### src/rtl/pwm_generator.sv
// PWM generator fed by the SPI register block's 8-bit duty register.
//
// A prescaler divides clk_i by CLK_DIV to produce a count tick; an 8-bit period counter
// advances on every tick, so one PWM period is 256 * CLK_DIV clocks. The duty value is
// captured into a shadow register only at the period boundary, which keeps every period
// glitch-free regardless of when pwm_val_i changes.
//
// Ports:
//   clk_i           system clock
//   rst_ni          asynchronous active-low reset
//   pwm_val_i       duty value; may change on any cycle, sampled only at period boundaries
//   out_en_i        per-channel enable; 0 forces the channel low
//   pwm_en_i        per-channel mode; 1 selects PWM, 0 selects static high
//   pwm_out_o       registered channel outputs, all channels in phase
//   period_start_o  one-clock pulse at the start of each PWM period
module pwm_generator #(
  parameter int unsigned CLK_DIV = 13,
  parameter int unsigned NUM_CH  = 8
) (
  input  logic              clk_i,
  input  logic              rst_ni,
  input  logic [7:0]        pwm_val_i,
  input  logic [NUM_CH-1:0] out_en_i,
  input  logic [NUM_CH-1:0] pwm_en_i,
  output logic [NUM_CH-1:0] pwm_out_o,
  output logic              period_start_o
);

  localparam int unsigned PsW = (CLK_DIV > 1) ? $clog2(CLK_DIV) : 1;
  localparam logic [PsW-1:0] PsLast = PsW'(CLK_DIV - 1);

  logic [PsW-1:0]    ps_q, ps_d;
  logic [7:0]        cnt_q, cnt_d;
  logic [7:0]        duty_q, duty_d;
  logic [NUM_CH-1:0] pwm_out_q, pwm_out_d;
  logic              period_start_q, period_start_d;

  logic tick;
  logic boundary;
  logic wave;

  // With CLK_DIV = 1 PsLast is 0, so the prescaler holds at 0 and ticks every cycle.
  assign tick     = (ps_q == PsLast);
  assign boundary = tick && (cnt_q == 8'hFF);

  always_comb begin
    ps_d           = tick ? '0 : ps_q + PsW'(1);
    cnt_d          = tick ? cnt_q + 8'd1 : cnt_q;
    duty_d         = boundary ? pwm_val_i : duty_q;
    period_start_d = boundary;
  end

  // The compare looks at the counter state being entered so that the registered output
  // lines up with it: the first high clock of a period is the period_start_o clock.
  assign wave = (cnt_d < duty_d);

  always_comb begin
    pwm_out_d = out_en_i & (~pwm_en_i | {NUM_CH{wave}});
  end

  always_ff @(posedge clk_i or negedge rst_ni) begin
    if (!rst_ni) begin
      ps_q           <= '0;
      cnt_q          <= '0;
      duty_q         <= '0;
      pwm_out_q      <= '0;
      period_start_q <= 1'b0;
    end else begin
      ps_q           <= ps_d;
      cnt_q          <= cnt_d;
      duty_q         <= duty_d;
      pwm_out_q      <= pwm_out_d;
      period_start_q <= period_start_d;
    end
  end

  assign pwm_out_o      = pwm_out_q;
  assign period_start_o = period_start_q;

endmodule

### config.mk
export PLATFORM = sky130hd
export DESIGN_NAME = pwm_generator
export DESIGN_NICKNAME = d
export VERILOG_FILES = /design/src/rtl/pwm_generator.sv
export SDC_FILE = /design/constraint.sdc
export NUM_CORES = 1
export LEC_CHECK = 0
export ABC_AREA = 1
export BUFFER_PORTS_ARGS = -buffer_cell sky130_fd_sc_hd__buf_2
export CELL_PAD_IN_SITES_DETAIL_PLACEMENT = 0
export CELL_PAD_IN_SITES_GLOBAL_PLACEMENT = 1
export CORE_AREA = 3 3 62 64
export DETAILED_ROUTE_END_ITERATION = 16
export DIE_AREA = 0 0 65 67
export GPL_TIMING_DRIVEN = 0
export PLACE_DENSITY = 0.89
export SYNTH_ARGS = -nofsm -noshare
export SYNTH_HDL_FRONTEND = slang
export SYNTH_SLANG_ARGS = --single-unit
### constraint.sdc
create_clock -name clk_i -period 5.4 [get_ports clk_i]
set_clock_uncertainty 0.15 [all_clocks]
set_input_delay 1.08 -clock clk_i [delete_from_list [all_inputs] [get_ports clk_i]]
set_output_delay 1.08 -clock clk_i [all_outputs]
set_load 0.03 [all_outputs]
# == After elaboration in Yosys (flattened, before gate mapping) ==
# Index checks and enable logic that the tools add are counted.
# totals
reg_bits,29
inputBits,26
elab_cells,17
# classes
n_addsub,2
magnitude_cmp,1
eq_ne,2
n_mux,3
bitwise,3
reduce_logical,1
# op_table
operator,count
$mux W8,2
$add A8 B1 Y8 const B,1
$and A8 B8 Y8,1
$eq A8 B8 Y1 const B,1
$lt A8 B8 Y1,1
$not A8 Y8,1
$or A8 B8 Y8,1
$add A4 B1 Y4 const B,1
$eq A4 B4 Y1 const B,1
$mux W4,1
$logic_and A1 B1 Y1,1

# == Longest topological paths before layout ==
# logic_depth
depth_word,6
mapped_depth,17

# == Least setup slack after synthesis ==
# OpenSTA, ideal clock, no wires.
# synth_path
kind,input -> register
from,input pwm_val_i[5]
to,register pwm_out_q[0] (netlist: pwm_out_o[0])
setup_time_ps,73
t_arrival_ps,2296
path_slack_ps,2881
path_stages,9
n_path_buf,0
cell_sequence,nor2_1 nor2_1 inv_1 ha_1 a21oi_1 nor2_1 a211oi_1 nand2_4 a21oi_2
# synth_via
elab_chain_cells,4
# synth_rtl
element,line,rtl
"start, declared",22,"input logic [7:0] pwm_val_i,"
$mux W8,49,duty_d = boundary ? pwm_val_i : duty_q;
net duty_d[5],34,"logic [7:0] duty_q, duty_d;"
$lt A8 B8 Y1,55,assign wave = (cnt_d < duty_d);
$or A8 B8 Y8,58,pwm_out_d = out_en_i & (~pwm_en_i | {NUM_CH{wave}});
$and A8 B8 Y8,58,
net pwm_out_d[0],35,"logic [NUM_CH-1:0] pwm_out_q, pwm_out_d;"
"end signal, assigned",72,pwm_out_q <= pwm_out_d;
"end, declared",35,
# The timed path passes the listed nets, and every way through them passes these cells.

# == Worst setup path in the final report ==
# layout_path
from,register ps_q[0]
to,register pwm_out_q[4] (netlist: pwm_out_o[4])
# layout_via
elab_chain_cells,6
elab_cells_between_ends,7
# layout_rtl
element,line,rtl
"start, declared",32,"logic [PsW-1:0] ps_q, ps_d;"
"start signal, assigned",69,ps_q <= ps_d;
$eq A4 B4 Y1,43,assign tick = (ps_q == PsLast);
$logic_and A1 B1 Y1,44,assign boundary = tick && (cnt_q == 8'hFF);
net boundary,39,logic boundary;
$mux W8,49,
net duty_d[5],34,
$lt A8 B8 Y1,55,
$or A8 B8 Y8,58,
$and A8 B8 Y8,58,
net pwm_out_d[4],35,
# The timed path passes the listed nets, and every way through them passes these cells.

==> results.py <==
metrics = {
    "status": {
        "outcome": "complete, no violations",
    },
    "finish": {
        "seq_area_um2": 726,
        "diodes": 0,
        "area_delta_synth_final_pct": 22.3,
        "multi_input_area_um2": 572,
        "final_net_count": 222,
        "drive_above_1_share_pct": 29.9,
        "nFillCells": 306,
    },
    "sta": {
        "rsz0062_at_grt": "false",
        "fmax_ghz": 0.360,
        "tightest_slew_ns": 0.623,
        "fin_crit_sh_pct": 51.5,
        "maxSlewHeadroom_pct": 58.5,
        "finalHoldViolCount": 0,
        "setup-tns-final_ns": 0,
        "maxSlewViolCount": 0,
        "finalSetupViolations": 0,
        "period_minus_slack_ns": 2.78,
    },
    "setup_path": {
        "slowest_delay_ns": 0.40,
        "cp-end-kind": "register",
        "reg2regPathDepth": 15,
        "worstReg2RegEnd": "pwm_out_o[4]$_DFF_PN0_",
        "critPathKind": "reg2reg",
        "path_max_fanout": 9,
        "cp.arrival_ns": 2.89,
        "timing.rr.start": "ps_q[0]$_DFF_PN0_",
        "crit_chain": "inv_1 -> ha_1 -> nand3_4 -> nor2_4 -> nand2_4 -> clkinv_1 -> nor2_1 -> nor2_1 -> inv_1 -> ha_1 -> a21oi_1 -> nor2_1 -> a211oi_1 -> nand2_4 -> a21oi_2",
        "crit_top_cell": "nor2_1",
        "r2r_slack_ns": 2.62,
        "cp_slowest_cell": "dfrtp_1",
        "cp.required_ns": 5.51,
        "cp-start-kind": "register",
    },
    "cts": {
        "post_cts_resized": 0,
        "clock-sinks": 29,
        "cts_tree": "done",
        "post-cts-setup-buffers": 0,
        "clock_latency_ns": 0.32,
        "cts-buffers-inserted": 5,
        "htreeDepth": 2,
        "clkTransAtPathRegs_ns": 0.09,
        "postCtsHoldBufs": 0,
        "root_buffer": "clkbuf_4",
        "clockBufferDepth": 2,
    },
    "hold_path": {
        "holdPathEnd": "duty_q[6]$_DFF_PN0_",
        "min_path_cells": 2,
        "min_from": "duty_q[6]$_DFF_PN0_",
        "min_path_type": "reg2reg",
    },
    "synth": {
        "synth_top_area_share_pct": 51.7,
        "ys_types": 18,
        "yosysWarnings": 0,
        "synth_edf_count": 0,
        "yosysMostFrequentCell": "dfrtp_1",
        "async_reset_ff_share_pct": 100,
        "syn_area_per_cell_um2": 9.67,
        "yosys-top-cells-count": "dfrtp_1, nand2_1, inv_1",
        "synth_nets": 181,
        "syn_inst": 145,
        "synth_ff_type": "dfrtp_1",
        "ys_ff_latch": 29,
        "syn-cell-area_um2": 1400,
        "yosysSeqAreaShare_pct": 51.7,
        "yosysTopAreaCell": "dfrtp_1",
        "synth.area.top_cells": "dfrtp_1, ha_1, nand2_1",
    },
    "power_and_ir_drop": {
        "p_leak_nw": 0.970,
        "power_mw": 0.434,
        "p_per_area_nw_per_um2": 253,
        "ir_worst_vdd_uv": 169,
    },
    "floorplanning": {
        "io_pins": 35,
        "die-area_um2": 4360,
        "core_region_area_um2": 3340,
        "die_h_um": 67,
        "die_w_um": 65,
        "start_util_pct": 42.0,
        "fp-row-count": 21,
    },
    "global_route": {
        "track_usage_pct": 13.5,
        "grt_pass1_wl_mm": 4.38,
        "grt-ovfl-total": 0,
        "antenna_found_initial": 0,
        "grt_pass1_vias": 1057,
        "grt_start_max_net_pins": 30,
    },
    "placed_design": {
        "dp_hpwl_mm": 1.92,
        "place_congestion": 0.704,
        "io_buffers": 34,
    },
    "drt": {
        "vias": 1021,
        "firstDrtPassIters": 4,
        "wl_mm": 2.45,
        "detail-route-antenna-nets": 0,
        "drc": 0,
        "wire_per_inst_um": 10.5,
        "vias_per_cell": 4.38,
        "dr.first_iter.drc_count": 13,
    },
    "run": {
        "cap_violations": 0,
    },
}
-- per-layer routing --
metal,global-route usage [%],wire [um],vias to the layer above
met5,0,0,-
met4,6.33,56,0
met3,5.40,123,6
met2,22.6,1270,20
met1,14.9,1000,474
li1,-,-,521
-- layout by cell type, fill, tap and decap left out, types with 2 or more instances in the layout --
cell type,instances
clkbuf_4,5
a21oi_2,8
nor2_1,15
nand2_4,2
nand3_1,6
nand2_1,28
ha_1,10
inv_1,27
dfrtp_1,29
nand2_2,2
xnor2_1,3
a21oi_1,2
nor2_4,2
buf_2,34
xor2_1,6
-- worst max-delay path by stage --
stage | startpoint | endpoint | slack, ns | cells after the start
after floorplan | pwm_val_i[5] | pwm_out_o[0]$_DFF_PN0_ | 2.88 | 9
after global placement | pwm_val_i[5] | pwm_out_o[5]$_DFF_PN0_ | 2.70 | 10
after detailed placement | ps_q[0]$_DFF_PN0_ | pwm_out_o[4]$_DFF_PN0_ | 2.62 | 15
after CTS | ps_q[0]$_DFF_PN0_ | pwm_out_o[4]$_DFF_PN0_ | 2.60 | 15
after global routing | ps_q[0]$_DFF_PN0_ | pwm_out_o[4]$_DFF_PN0_ | 2.35 | 13
final | ps_q[0]$_DFF_PN0_ | pwm_out_o[4]$_DFF_PN0_ | 2.62 | 15
-- report_power, final --
group	internal (mW)	switching (mW)
combinational	0.0115	0.0185
clock	0.111	0.0720
sequential	0.221	0.000831
-- critical path: cells and delay by family (launching register included) --
kind / cells / cell delay (ns)
adder cells (fa/ha/maj): 2 / 0.48
flip-flops: 1 / 0.40
AND/OR/NAND/NOR: 7 / 0.76
buffers and inverters: 3 / 0.29
AO/OA/AOI/OAI: 3 / 0.62
-- kinds of logic (layout without fill, tap and decap cells) --
logic type | Yosys count | in the layout | share of synthesized area (%)
flip-flops | 29 | 29 | 51.7
AO/OA/AOI/OAI | 11 | 11 | 6.24
adder cells (fa/ha/maj) | 10 | 10 | 8.92
buffers and inverters | 28 | 70 | 7.49
AND/OR/NAND/NOR | 58 | 58 | 20.0
XOR/XNOR | 9 | 9 | 5.62
-- stage by stage --
stage	hold WS (ns)	worst slack (ns)	instances	utilization [%]	instance area [um2]
final	0.335	2.62	233	51.4	1720
after detailed placement	0.322	2.62	225	48.9	1630
after CTS	0.341	2.60	233	51.4	1720
after floorplan	0.295	2.88	145	-	1400
after global routing	0.362	2.35	233	51.4	1720
after global placement	0.316	2.70	225	48.9	1630
-- cell type report --
| class | count | area share [%] |
|---|---|---|
| Inverter | 28 | 6.13 |
| Tap cell | 46 | 3.36 |
| Sequential cell | 29 | 42.3 |
| Multi-Input combinational cell | 88 | 33.3 |
| Timing Repair Buffer | 34 | 9.92 |
| Clock inverter | 1 | 1.75 |
| Clock buffer | 7 | 3.21 |
-- sequential cells by signal (all words and copies together) (netlist names) --
| signal | count |
|---|---|
| ps_q | 4 |
| cnt_q | 8 |
| period_start_o | 1 |
| pwm_out_o | 8 |
| duty_q | 8 |
No activity file was read; power rests on OpenSTA's default activity.
